<file path="src/rtl/fir_xifu_result_sched_if.sv">
// Bundle of issue, status and result signals between the X-IF core side and the
// result scheduler.
interface fir_xifu_result_sched_if #(
   parameter int unsigned ID_MAX = 4,
   parameter int unsigned ID_W   = $clog2(ID_MAX),
   parameter int unsigned DATA_W = 32
);
   logic                     issue_valid_i;
   logic [ID_W-1:0]          issue_id_i;
   logic [4:0]               issue_rd_i;
   logic                     issue_we_i;
   logic                     issue_ready_o;
   logic [ID_MAX-1:0]        commit_i;
   logic [ID_MAX-1:0]        kill_i;
   logic [ID_MAX-1:0]        done_i;
   logic [ID_MAX*DATA_W-1:0] data_i;
   logic                     result_valid_o;
   logic                     result_ready_i;
   logic [ID_W-1:0]          result_id_o;
   logic [4:0]               result_rd_o;
   logic                     result_we_o;
   logic [DATA_W-1:0]        result_data_o;
   logic [ID_MAX-1:0]        clear_o;

   modport slave (
      input  issue_valid_i, issue_id_i, issue_rd_i, issue_we_i,
      input  commit_i, kill_i, done_i, data_i, result_ready_i,
      output issue_ready_o, result_valid_o, result_id_o, result_rd_o, result_we_o,
      output result_data_o, clear_o
   );

   modport master (
      output issue_valid_i, issue_id_i, issue_rd_i, issue_we_i,
      output commit_i, kill_i, done_i, data_i, result_ready_i,
      input  issue_ready_o, result_valid_o, result_id_o, result_rd_o, result_we_o,
      input  result_data_o, clear_o
   );
endinterface

</file>
<file path="src/rtl/fir_xifu_result_sched.sv">
// In-order X-IF result scheduler: retires issued IDs strictly in issue order.
// Define FIR_XIFU_RESULT_BYPASS_EN to present a completing head result in the same cycle.
module fir_xifu_result_sched #(
   parameter int unsigned ID_MAX = 4,
   parameter int unsigned ID_W   = $clog2(ID_MAX),
   parameter int unsigned DATA_W = 32
) (
   input  logic                  clk_i,
   input  logic                  rst_i,
   fir_xifu_result_sched_if.slave xif
);

   typedef enum logic [1:0] {StEmpty, StWait, StResult} state_e;

   state_e              state_q, state_d;
   logic [ID_W:0]       wptr_q, rptr_q;
   logic [ID_W:0]       count;
   logic [ID_W-1:0]     q_id [ID_MAX];
   logic [4:0]          q_rd [ID_MAX];
   logic [ID_MAX-1:0]   q_we;
   logic [ID_MAX-1:0]   pending_q, pending_d;

   logic [ID_W-1:0]     res_id_q;
   logic [4:0]          res_rd_q;
   logic                res_we_q;
   logic [DATA_W-1:0]   res_data_q;

   logic [ID_W-1:0]     widx, ridx, head_id;
   logic [4:0]          head_rd;
   logic                head_we;
   logic [DATA_W-1:0]   head_data;
   logic                full, empty, push, pop, capture, last_entry, head_fire;
   logic                res_valid;
   logic [ID_MAX-1:0]   clear;
`ifdef FIR_XIFU_RESULT_BYPASS_EN
   logic                bypass;
`endif

   assign widx       = wptr_q[ID_W-1:0];
   assign ridx       = rptr_q[ID_W-1:0];
   assign count      = wptr_q - rptr_q;
   assign empty      = (wptr_q == rptr_q);
   assign full       = (wptr_q[ID_W] != rptr_q[ID_W]) && (widx == ridx);

   assign head_id    = q_id[ridx];
   assign head_rd    = q_rd[ridx];
   assign head_we    = q_we[ridx];
   assign head_data  = xif.data_i[int'(head_id)*DATA_W +: DATA_W];
   assign head_fire  = xif.commit_i[head_id] & xif.done_i[head_id];

   // An ID may only be in flight once; duplicates and issues while full are dropped.
   assign push       = xif.issue_valid_i & ~full & ~pending_q[xif.issue_id_i];
   assign last_entry = (count == (ID_W+1)'(1)) && !push;

   always_comb begin
      state_d   = state_q;
      pop       = 1'b0;
      capture   = 1'b0;
      res_valid = 1'b0;
      clear     = '0;
`ifdef FIR_XIFU_RESULT_BYPASS_EN
      bypass    = 1'b0;
`endif
      unique case (state_q)
         StEmpty: begin
            if (push || !empty) begin
               state_d = StWait;
            end
         end
         StWait: begin
            if (xif.kill_i[head_id]) begin
               pop = 1'b1;
            end else if (head_fire) begin
`ifdef FIR_XIFU_RESULT_BYPASS_EN
               res_valid = 1'b1;
               bypass    = 1'b1;
               if (xif.result_ready_i) begin
                  pop = 1'b1;
               end else begin
                  capture = 1'b1;
                  state_d = StResult;
               end
`else
               capture = 1'b1;
               state_d = StResult;
`endif
            end
         end
         StResult: begin
            res_valid = 1'b1;
            if (xif.result_ready_i) begin
               pop = 1'b1;
            end
         end
         default: state_d = StEmpty;
      endcase

      // A pop always frees the head ID; stay in WAIT while anything (incl. a same-cycle push) remains.
      if (pop) begin
         clear[head_id] = 1'b1;
         state_d        = last_entry ? StEmpty : StWait;
      end
   end

   always_comb begin
      pending_d = pending_q;
      if (pop) begin
         pending_d[head_id] = 1'b0;
      end
      if (push) begin
         pending_d[xif.issue_id_i] = 1'b1;
      end
   end

   always_ff @(posedge clk_i or posedge rst_i) begin
      if (rst_i) begin
         state_q    <= StEmpty;
         wptr_q     <= '0;
         rptr_q     <= '0;
         pending_q  <= '0;
         q_we       <= '0;
         res_id_q   <= '0;
         res_rd_q   <= '0;
         res_we_q   <= 1'b0;
         res_data_q <= '0;
         for (int i = 0; i < ID_MAX; i++) begin
            q_id[i] <= '0;
            q_rd[i] <= '0;
         end
      end else begin
         state_q   <= state_d;
         pending_q <= pending_d;
         if (push) begin
            q_id[widx] <= xif.issue_id_i;
            q_rd[widx] <= xif.issue_rd_i;
            q_we[widx] <= xif.issue_we_i;
            wptr_q     <= wptr_q + (ID_W+1)'(1);
         end
         if (pop) begin
            rptr_q <= rptr_q + (ID_W+1)'(1);
         end
         if (capture) begin
            res_id_q   <= head_id;
            res_rd_q   <= head_rd;
            res_we_q   <= head_we;
            res_data_q <= head_data;
         end
      end
   end

   always_comb begin
      xif.result_id_o   = res_id_q;
      xif.result_rd_o   = res_rd_q;
      xif.result_we_o   = res_we_q;
      xif.result_data_o = res_data_q;
`ifdef FIR_XIFU_RESULT_BYPASS_EN
      if (bypass) begin
         xif.result_id_o   = head_id;
         xif.result_rd_o   = head_rd;
         xif.result_we_o   = head_we;
         xif.result_data_o = head_data;
      end
`endif
   end

   assign xif.result_valid_o = res_valid;
   assign xif.clear_o        = clear;
   assign xif.issue_ready_o  = ~full;

endmodule
</file>
<file path="src/flat_wrapper.sv">
// flat-port wrapper written by rule: the top's interface ports become plain ports
module fir_xifu_result_sched_flat 
#(
   parameter int unsigned ID_MAX = 4,
   parameter int unsigned ID_W   = $clog2(ID_MAX),
   parameter int unsigned DATA_W = 32
)
  (clk_i, rst_i, xif_issue_valid_i, xif_issue_id_i, xif_issue_rd_i, xif_issue_we_i, xif_commit_i, xif_kill_i, xif_done_i, xif_data_i, xif_result_ready_i, xif_issue_ready_o, xif_result_valid_o, xif_result_id_o, xif_result_rd_o, xif_result_we_o, xif_result_data_o, xif_clear_o);
  fir_xifu_result_sched_if #(.ID_MAX(ID_MAX), .ID_W(ID_W), .DATA_W(DATA_W)) xif_i ();
  input  logic clk_i;
  input  logic rst_i;
  input wire logic [$bits(xif_i.issue_valid_i)-1:0] xif_issue_valid_i;
  input wire logic [$bits(xif_i.issue_id_i)-1:0] xif_issue_id_i;
  input wire logic [$bits(xif_i.issue_rd_i)-1:0] xif_issue_rd_i;
  input wire logic [$bits(xif_i.issue_we_i)-1:0] xif_issue_we_i;
  input wire logic [$bits(xif_i.commit_i)-1:0] xif_commit_i;
  input wire logic [$bits(xif_i.kill_i)-1:0] xif_kill_i;
  input wire logic [$bits(xif_i.done_i)-1:0] xif_done_i;
  input wire logic [$bits(xif_i.data_i)-1:0] xif_data_i;
  input wire logic [$bits(xif_i.result_ready_i)-1:0] xif_result_ready_i;
  output wire logic [$bits(xif_i.issue_ready_o)-1:0] xif_issue_ready_o;
  output wire logic [$bits(xif_i.result_valid_o)-1:0] xif_result_valid_o;
  output wire logic [$bits(xif_i.result_id_o)-1:0] xif_result_id_o;
  output wire logic [$bits(xif_i.result_rd_o)-1:0] xif_result_rd_o;
  output wire logic [$bits(xif_i.result_we_o)-1:0] xif_result_we_o;
  output wire logic [$bits(xif_i.result_data_o)-1:0] xif_result_data_o;
  output wire logic [$bits(xif_i.clear_o)-1:0] xif_clear_o;
  assign xif_i.issue_valid_i = xif_issue_valid_i;
  assign xif_i.issue_id_i = xif_issue_id_i;
  assign xif_i.issue_rd_i = xif_issue_rd_i;
  assign xif_i.issue_we_i = xif_issue_we_i;
  assign xif_i.commit_i = xif_commit_i;
  assign xif_i.kill_i = xif_kill_i;
  assign xif_i.done_i = xif_done_i;
  assign xif_i.data_i = xif_data_i;
  assign xif_i.result_ready_i = xif_result_ready_i;
  assign xif_issue_ready_o = xif_i.issue_ready_o;
  assign xif_result_valid_o = xif_i.result_valid_o;
  assign xif_result_id_o = xif_i.result_id_o;
  assign xif_result_rd_o = xif_i.result_rd_o;
  assign xif_result_we_o = xif_i.result_we_o;
  assign xif_result_data_o = xif_i.result_data_o;
  assign xif_clear_o = xif_i.clear_o;
  fir_xifu_result_sched #(.ID_MAX(ID_MAX), .ID_W(ID_W), .DATA_W(DATA_W)) u_core (.clk_i(clk_i), .rst_i(rst_i), .xif(xif_i));
endmodule
</file>
<file path="config.mk">
export PLATFORM = sky130hd
export DESIGN_NAME = fir_xifu_result_sched_flat
export DESIGN_NICKNAME = d
export VERILOG_FILES = /design/src/rtl/fir_xifu_result_sched_if.sv /design/src/rtl/fir_xifu_result_sched.sv /design/src/flat_wrapper.sv
export SDC_FILE = /design/constraint.sdc
export NUM_CORES = 1
export LEC_CHECK = 0
export ABC_AREA = 1
export BUFFER_PORTS_ARGS = -buffer_cell sky130_fd_sc_hd__buf_2
export CAP_MARGIN = 10
export CORE_ASPECT_RATIO = 0.9
export CORE_MARGIN = 2
export CORE_UTILIZATION = 45
export DETAILED_ROUTE_END_ITERATION = 7
export PLACE_DENSITY = 0.84
export SKIP_LAST_GASP = 1
export SLEW_MARGIN = 20
export SYNTH_ARGS = -nofsm -noshare
export SYNTH_HDL_FRONTEND = slang
export SYNTH_SLANG_ARGS = --single-unit
</file>
<file path="constraint.sdc">
create_clock -name clk_i -period 3.3 [get_ports clk_i]
set_input_delay 0.165 -clock clk_i [delete_from_list [all_inputs] [get_ports clk_i]]
set_output_delay 0.165 -clock clk_i [all_outputs]
set_load 0.005 [all_outputs]
</file>
==> run_results.csv <==
group,metric,value,unit
yosys,syn_area_per_cell,7.50,um^2
yosys,yosysMostFrequentCell,"nand2_1",
yosys,synth-seq-area-share,0.434,
place,place_area,0.00582,mm^2
place,placed_cells,935,
global_routing,grt_pass1_vias,4710,
clock_network,clk_path_buf_depth,2,
finish,antennaDiodeCount,0,
setup_path,max_stage_delay,590,ps
sta,fin_crit_sh,0.851,
yosys,synth_cell_types,28,
finish,stdcell_area,0.00614,mm^2
yosys,yosysWarnings,0,
detailed_routing,initialDrtViolationCount,707,
setup_path,path_cells,"inv_6 > nand2_1 > nand3_2 > nand2_2 > nand2_1 > nand2_1 > nand2_1 > nand2_1 > nand2_1 > nand2_1 > nand2_1 > nor2_1 > buf_2",
setup_path,path_buf_inv,2,
sta,setup_viol,0,
setup_path,crit_path_top_delay_cell,"dfrtp_2",
clock_network,clk-insertion-delay-late,340,ps
setup_path,r2r_cells,12,
clock_network,cts_tree,"done",
finish,fin_nets,981,
yosys,syn_inst,646,
clock_network,root_buffer,"clkbuf_16",
sta,fin_crit,2810,ps
clock_network,cts_buffers,9,
sta,clock_skew,7.25,ps
setup_path,cp-end-kind,"output pin",
clock_network,path_clk_slew,60,ps
place,place.gp.congestion,0.867,
setup_path,worstReg2RegStart,"u_core.rptr_q[0]",
yosys,synth-edff-count,0,
clock_network,cts_max_level,3,
yosys,postSynthNetCount,809,
detailed_routing,num_vias,5272,
sta,clock.fmax,0.356,GHz
detailed_routing,wl_per_cell,16.4,um
run_status,outcome,"completed",
global_routing,grt_pass1_wl,23700,um
yosys,netlist_area,0.00484,mm^2
setup_path,path_class,"reg2out",
detailed_routing,via_per_inst,5.54,
yosys,ys_ff_latch,84,
yosys,synth_top_flop_cell,"dfrtp_1",
sta,worst_pin_slew,764,ps
yosys,synth_top_area_cell,"dfrtp_1",
pwr,ir_worst_vdd,1.31,mV
finish,finalNonFillerCells,952,
place,hpwl,11100,um
detailed_routing,wl,15700,um
yosys,synth_top_cell_area_share,0.434,
setup_path,crit_fanout,19,
floorplanning,pin_count,198,
global_routing,grt_start_max_net_pins,69,
finish,drive_gt1_frac,0.293,
sta,max-slew-margin-rel,0.490,
floorplanning,die_w,113,um
yosys,synthTopCellsByArea,"dfrtp_1 43%, nand2_1 15%, nand3_1 12%",
setup_path,rr_endpoint,"u_core.xif.result_id_o[1]",
min_path,hold_start,"xif_data_i[120]",
yosys,synthTopCellsByCount,"199 x nand2_1, 115 x nand3_1, 84 x dfrtp_1",
place,io_buffer_count,197,
floorplanning,row_count,35,
setup_path,r2r_slack,630,ps
floorplanning,start_util,0.467,
clock_network,post-cts-setup-buffers,0,
pwr,p_leak,0.00324,uW
yosys,async_flop_share,1.00,
min_path,hold_depth,5,
setup_path,crit_top_cell,"nand2_1",
sta,rsz0062_at_grt,"no",
job,cap_violations,0,
global_routing,antenna_found_initial,0,
floorplanning,die_h,102,um
sta,slew_viol_final,0,
global_routing,overflow,0,
pwr,power_density,1050,mW/mm^2
detailed_routing,dr.pass1.iters,6,
setup_path,worstPathRequired,3130,ps
detailed_routing,antenna_left,0,
setup_path,critical_path.top_delay_family,"simple AND/OR/NAND/NOR gates",
min_path,hp-class,"in2reg",
pwr,power,6420,uW
floorplanning,core-area,0.0104,mm^2
sta,fin_tns_setup,0,ps
setup_path,cp.arrival,2640,ps
setup_path,start_kind,"flop",
min_path,whs_endpoint,"u_core.xif.result_data_o[24]",
finish,syn2layout_area_growth,26.7,%
global_routing,grtUsageTotal,0.261,
clock_network,numClockSinks,84,
detailed_routing,drc_errors,0,
floorplanning,die_area,0.0116,mm^2
sta,hold_viol,0,
==> routing by layer <==
metal  vias to the layer above  global-route usage  wire, um
li1                       2524                   -         -
met1                      2440               0.355      6430
met2                       281               0.415      7530
met3                        27              0.0706      1450
met4                         0              0.0760       243
met5                         -                   0         0
==> stage by stage <==
stage	util	hold WS [ps]	worst slack, ps
5_1_grt	0.591	144	190
6_report	0.591	135	490
2_1_floorplan	-	310	970
3_5_place_dp	0.561	325	534
3_3_place_gp	0.561	334	651
4_1_cts	0.591	125	263
==> tightest hold or removal path, cell delays in order <==
cell	delay (ps)
buf_2	80
nand2_1	40
nand4_1	60
nand2_1	50
nand2_1	50
==> logic make-up (layout without fill, tap and decap cells) <==
kind of cell,Yosys count,after routing,synth area share
DFF,84,84,0.434
and+or+nand+nor,381,381,0.353
buffers and inverters,67,244,0.0710
AOI/OAI and AO/OA,98,98,0.103
adders and majority gates,11,11,0.0300
xor gates and xnor gates,5,5,0.00904
==> final cells by class <==
cell class	instances	area, um^2
tap	129	161
clock inverter	4	47.5
inverter	22	98.8
fill	950	4240
sequential	84	2100
multi-input combinational	495	2400
clock buffer	12	256
timing repair buffer	206	1070
==> registers in the layout (all words and copies together) (netlist names) <==
signal and count:
u_core.pending_q 4, u_core.rptr_q 3, u_core.state_q 2, u_core.q_rd 20, u_core.xif.result_rd_o 5, u_core.q_we 4, u_core.xif.result_data_o 32, u_core.xif.result_we_o 1
u_core.q_id 8, u_core.wptr_q 3, u_core.xif.result_id_o 2
==> placed cells by master (no fill, tap or decap) <==
master / count
nor2_8: 1
buf_12: 1
nor2_1: 22
clkinv_2: 3
o21ai_0: 76
clkbuf_8: 2
nand2_2: 6
o21ai_1: 11
clkinvlp_4: 1
inv_8: 1
clkbuf_1: 1
inv_1: 14
nand3_2: 2
inv_2: 4
dlygate4sd3_1: 1
xnor2_1: 2
fa_1: 1
inv_4: 1
buf_4: 7
nand2_1: 199
dfrtp_1: 83
or2_2: 1
dfrtp_2: 1
ha_1: 10
clkbuf_16: 9
a21oi_1: 5
bufinv_16: 1
xor2_1: 3
buf_2: 197
nand4_1: 33
o22ai_1: 6
nand3_1: 115
inv_6: 1
nand2_4: 1
nor2_2: 1
==> report_power, final <==
group / internal (uW) / switching (uW)
clock network: 625 / 394
logic: 1180 / 2450
registers: 1480 / 296
==> worst max-delay path by stage <==
stage	from	endpoint	slack, ps	depth (start not counted)
finish	u_core.rptr_q[0]	xif_clear_o[0]	490	13
global route	u_core.rptr_q[0]	xif_clear_o[0]	190	13
CTS	u_core.rptr_q[0]	xif_clear_o[1]	260	13
detailed placement	u_core.rptr_q[0]	u_core.xif.result_id_o[1]	530	11
global placement	u_core.rptr_q[0]	xif_clear_o[0]	650	13
floorplan	rst_i	u_core.pending_q[0]	970	1
==> timing repair <==
action	CTS	global route
gates resized for setup	0	1
hold buffers	1	0
hold endpoints to repair	42	0
setup endpoints to repair	0	2
(Power assumes the default switching activity.)
